**config.mk**
```make
export PLATFORM = sky130hd
export DESIGN_NAME = floppy_dma_xfer
export DESIGN_NICKNAME = d
export VERILOG_FILES = /design/src/rtl/floppy_dma_pkg.sv /design/src/rtl/floppy_dma_watchdog.sv /design/src/rtl/floppy_dma_xfer.sv
export SDC_FILE = /design/constraint.sdc
export NUM_CORES = 1
export LEC_CHECK = 0
export ABC_CLOCK_PERIOD_IN_PS = 2100
export BUFFER_PORTS_ARGS = -buffer_cell sky130_fd_sc_hd__buf_2
export CORE_ASPECT_RATIO = 1.2
export CORE_UTILIZATION = 35
export CTS_BUF_LIST = sky130_fd_sc_hd__clkbuf_16
export DETAILED_ROUTE_END_ITERATION = 12
export PLACE_DENSITY = 0.73
export SYNTH_ARGS = -nofsm -noshare
export SYNTH_HDL_FRONTEND = slang
export SYNTH_SLANG_ARGS = --single-unit
```
**constraint.sdc**
```tcl
create_clock -name clk -period 2.1 [get_ports clk]
set_input_delay 0.21 -clock clk [delete_from_list [all_inputs] [get_ports clk]]
set_output_delay 0.21 -clock clk [all_outputs]
set_load 0.005 [all_outputs]
```
**src/rtl/floppy_dma_pkg.sv**
```systemverilog
// rtl/floppy_dma_pkg.sv - shared states, completion codes and direction constants for floppy_dma_xfer
package floppy_dma_pkg;

    typedef enum logic [1:0] {
        S_IDLE   = 2'd0,
        S_XFER   = 2'd1,
        S_FINISH = 2'd2
    } state_t;

    localparam logic [1:0] ST_OK       = 2'b00;
    localparam logic [1:0] ST_TC_EARLY = 2'b01;
    localparam logic [1:0] ST_ABORTED  = 2'b10;
    localparam logic [1:0] ST_TIMEOUT  = 2'b11;

    localparam logic DIR_RD = 1'b0;
    localparam logic DIR_WR = 1'b1;

endpackage

```
**src/rtl/floppy_dma_watchdog.sv**
```systemverilog
// rtl/floppy_dma_watchdog.sv - idle-cycle watchdog; expire fires on the cycle the count would reach LIMIT
module floppy_dma_watchdog #(
    parameter logic [23:0] LIMIT = 24'd1_000_000
) (
    input  logic clk,
    input  logic rst_n,
    input  logic clear,
    input  logic enable,
    output logic expire
);

    logic [23:0] count;

    always_ff @(posedge clk) begin
        if (!rst_n) begin
            count <= 24'd0;
        end else if (clear) begin
            count <= 24'd0;
        end else if (enable) begin
            count <= count + 24'd1;
        end
    end

    assign expire = enable && !clear && (count == LIMIT - 24'd1);

endmodule

```
**src/rtl/floppy_dma_xfer.sv**
```systemverilog
// rtl/floppy_dma_xfer.sv - FIFO <-> 8237 DMA byte mover; FLOPPY_DMA_TIMEOUT_EN adds the idle watchdog
module floppy_dma_xfer
    import floppy_dma_pkg::*;
#(
    parameter logic [23:0] TIMEOUT_CYCLES = 24'd1_000_000
) (
    input  logic        clk,
    input  logic        rst_n,
    input  logic        start,
    input  logic        dir,
    input  logic [15:0] byte_count,
    input  logic        abort,
    input  logic        fifo_empty,
    input  logic        fifo_full,
    input  logic [7:0]  fifo_q,
    output logic        fifo_rdreq,
    output logic        fifo_wrreq,
    output logic [7:0]  fifo_data,
    output logic        fifo_sclr,
    output logic        dreq,
    input  logic        dack,
    input  logic        dma_strobe,
    input  logic        dma_tc,
    input  logic [7:0]  dma_wdata,
    output logic [7:0]  dma_rdata,
    output logic        busy,
    output logic        done,
    output logic [1:0]  status,
    output logic [15:0] remaining
);

    state_t      state, state_nx;
    logic        dir_r;
    logic [15:0] rem_r;
    logic [1:0]  status_r, status_nx;
    logic        avail, accept, wd_expire;

    assign avail  = (dir_r == DIR_WR) ? !fifo_full : !fifo_empty;
    // Abort wins over a same-cycle strobe, so it blocks acceptance outright.
    assign accept = (state == S_XFER) && dack && dma_strobe && avail && !abort;

`ifdef FLOPPY_DMA_TIMEOUT_EN
    floppy_dma_watchdog #(.LIMIT(TIMEOUT_CYCLES)) u_watchdog (
        .clk    (clk),
        .rst_n  (rst_n),
        .clear  (((state == S_IDLE) && start) || accept),
        .enable (state == S_XFER),
        .expire (wd_expire)
    );
`else
    // Parameter stays on the interface so instantiations build either way.
    assign wd_expire = (TIMEOUT_CYCLES == 24'd0) && 1'b0;
`endif

    always_ff @(posedge clk) begin
        if (!rst_n) begin
            state    <= S_IDLE;
            dir_r    <= DIR_RD;
            rem_r    <= 16'd0;
            status_r <= ST_OK;
        end else begin
            state    <= state_nx;
            status_r <= status_nx;
            if ((state == S_IDLE) && start) begin
                dir_r <= dir;
                rem_r <= byte_count;
            end else if (accept && (rem_r != 16'd0)) begin
                rem_r <= rem_r - 16'd1;
            end
        end
    end

    always_comb begin
        state_nx   = state;
        status_nx  = status_r;
        dreq       = 1'b0;
        fifo_rdreq = 1'b0;
        fifo_wrreq = 1'b0;
        fifo_data  = 8'h00;
        dma_rdata  = 8'h00;
        case (state)
            S_IDLE: begin
                if (start) begin
                    if (byte_count == 16'd0) begin
                        state_nx  = S_FINISH;
                        status_nx = ST_OK;
                    end else begin
                        state_nx = S_XFER;
                    end
                end
            end
            S_XFER: begin
                dreq = avail;
                if ((dir_r == DIR_RD) && dack) begin
                    dma_rdata = fifo_q;
                end
                fifo_rdreq = accept && (dir_r == DIR_RD);
                fifo_wrreq = accept && (dir_r == DIR_WR);
                if (accept && (dir_r == DIR_WR)) begin
                    fifo_data = dma_wdata;
                end
                if (abort) begin
                    state_nx  = S_FINISH;
                    status_nx = ST_ABORTED;
                end else if (accept) begin
                    if (rem_r == 16'd1) begin
                        state_nx  = S_FINISH;
                        status_nx = ST_OK;
                    end else if (dma_tc) begin
                        state_nx  = S_FINISH;
                        status_nx = ST_TC_EARLY;
                    end
                end else if (wd_expire) begin
                    state_nx  = S_FINISH;
                    status_nx = ST_TIMEOUT;
                end
            end
            S_FINISH: state_nx = S_IDLE;
            default:  state_nx = S_IDLE;
        endcase
    end

    assign busy      = (state != S_IDLE);
    assign done      = (state == S_FINISH);
    assign fifo_sclr = done && ((status_r == ST_ABORTED) || (status_r == ST_TIMEOUT));
    assign status    = status_r;
    assign remaining = rem_r;

endmodule
```
==> metrics.txt <==
run status=finished, final reports clean; dpl ws=35.50 ps; crit path max fanout=4; Sink Count=21; global-route wire length before repair=7783 µm; CP required=2250 ps; Mapped Nets=229; highest clock rate=499.0 MHz; Setup Skew=4.829 ps; Worst Tran Pin Value=393.6 ps; Clock Pin Slew Worst Setup and Hold Paths=60 ps; CP top delay family=simple AND/OR/NAND/NOR gates; critical path buffer and inverter count=1; # fillers=392; GP Congestion=0.9112; maximum capacitance violations=0; CTS tree=built; Core Region=3973 µm²; slowest CP cell=or4_4; Setup-failing EPs final=0; antenna-violating nets left=0; DRC violation total after the first TritonRoute iteration=119; post-synth top area share=28.77%; largest stage delay on the critical path=560 ps; Pwr Density=656.3 nW/µm²; Post-synth EDFFs=0; number of global-route vias before repair=1714; count leader, synth=dfxtp_1; Hold WS=194.2 ps; clock latency at the later pin of the worst-skew pair=260 ps; Layout Nets=333; crit path cell chain=or4_4 -> buf_4 -> nor4_4 -> nand2_1 -> o211a_1 -> o31a_1; # IOs=82; CP arrival=2160 ps; initial core utilization=36.79%; post-DP HPWL=3985 µm; type of origin of the critical path=register; largest net degree at the start of global routing=20; final setup margin=95.81 ps; Final Max Tran Viols=0; synthesized area=1461 µm²; CTS Buf Count=3; setup total negative slack=0 ps; Die Wd=60.99 µm; async set or reset register ratio after synthesis=0%; Avg Synthesized Cell Area=7.899 µm²; Routed WL=5005 µm; crit path kind=reg2reg; Synth top cells by count=21 x dfxtp_1, 18 x and2_1, 15 x nand2_1; final hold vios=0; Ys Warns=0; die area=4439 µm²; layout cells sized above 1=40.97%; dominant synthesized flop cell=dfxtp_1; Placed Cells=338; R2R Setup Slk=100 ps; leakage power=1.036 nW; post-synthesis cell type count=49; vias per std cell=5.430; CP Capture Type=register; clock root cell=clkbuf_16; final worst path period share=95.44%; post-synthesis sequential area ratio=28.77%; IO Port Bufs=81; Yosys top cell by area=dfxtp_1; htree depth=1; First-pass DRT Iterations=4; Synth area leaders=dfxtp_1 29%, and2_1 7.7%, nand2_1 3.9%; Final min period=2004 ps; Die H=72.79 µm; routed vias=1857; Syn-to-layout area delta=49.06%; initial antenna violation count=0; Layout Cells excl Fill=342; RSZ-0062 raised after global routing=false; #FFs+latches synth=21; worst hold path type=in2reg; antenna cell count=0; overall routing resource usage=23.50%; relative slew slack=73.52%; Post-Synthesis Cells=185; # DRC=0; WL per Instance=14.63 µm; Rows=25; CTS Buffer Depth=2; VDD IR-drop max=0.4168 mV; total grt overflow=0
[report_power, final]
group	switching [mW]	total (mW)	internal, mW
Combinational	0.273	0.537	0.265
Clock	0.157	0.413	0.256
Sequential	0.0403	0.479	0.439
Total	0.470	1.43	0.960
[registers in the layout (all words and copies together) (netlist names)]
signal / cells
state: 2
remaining: 16
dir_r: 1
status: 2
[worst paths after layout]
path,from,to,cells past startpoint
worst max register to register,remaining[6],remaining[15],6
worst max-delay path,remaining[6],remaining[15],6
worst min register to register,status[0],status[0],2
worst min-delay path,dir,dir_r,3
[layout make-up]
cell class | instances | area (µm²) | area share, %
multi-input cells | 152 | 1001 | 45.95
repair buffers | 105 | 585.6 | 26.88
flip-flops and latches | 21 | 421.7 | 19.36
clock buffers | 3 | 75.07 | 3.446
well taps | 54 | 67.56 | 3.102
inverters | 6 | 22.52 | 1.034
clock inverters | 1 | 5.005 | 0.2298
[kinds of logic (layout without fill, tap and decap cells)]
group / after synthesis / in the layout / synth area share, %
XOR/XNOR: 3 / 3 / 1.798
AO/OA/AOI/OAI: 48 / 48 / 22.78
buffers and inverters: 12 / 115 / 3.339
flip-flops: 21 / 21 / 28.77
AND/OR/NAND/NOR: 96 / 96 / 39.56
multiplexers: 3 / 3 / 2.055
adder cells (fa/ha/maj): 2 / 2 / 1.712
[cells in the final DEF (no fill, tap or decap), types with 3 or more instances in the layout]
master	n
buf_2	81
buf_4	24
dfxtp_1	20
and2_1	18
nand2_1	15
nor2_1	12
o21ai_0	9
nand3_1	8
nor4_1	8
a21oi_1	8
nor3_1	7
inv_1	6
nor3b_1	5
o21a_1	5
a31oi_1	5
nor2b_1	3
mux2i_1	3
nand4_1	3
xnor2_1	3
o31a_1	3
a211oi_1	3
clkbuf_16	3
[worst min-delay path, delay by kind of cell]
family                 cells  cell delay (ps)
AND/OR/NAND/NOR            1               50
AO/OA/AOI/OAI              1               50
buffers and inverters      1              100
[through the flow]
step / utilization [%] / instance area (µm²) / power, mW
2_1_floorplan: - / 1461 / 0.7696
3_3_place_gp: 52.57 / 2088 / 1.008
3_5_place_dp: 52.57 / 2088 / 1.014
4_1_cts: 54.58 / 2168 / 1.423
5_1_grt: 54.83 / 2178 / 1.508
6_report: 54.83 / 2178 / 1.430
[what timing repair did]
item	4_1_cts	5_1_grt
gates resized for setup	0	4
buffers inserted	0	0
endpoints found under the setup margin	0	7
hold endpoints to repair	0	0
hold buffers	0	0
[layer usage]
layer / global-route usage (%) / share of wire, %
met3: 5.319 / 8.0
met5: 0 / 0
met4: 8.586 / 1.4
met1: 28.07 / 42
met2: 40.29 / 49
No activity file was read; power rests on OpenSTA's default activity.
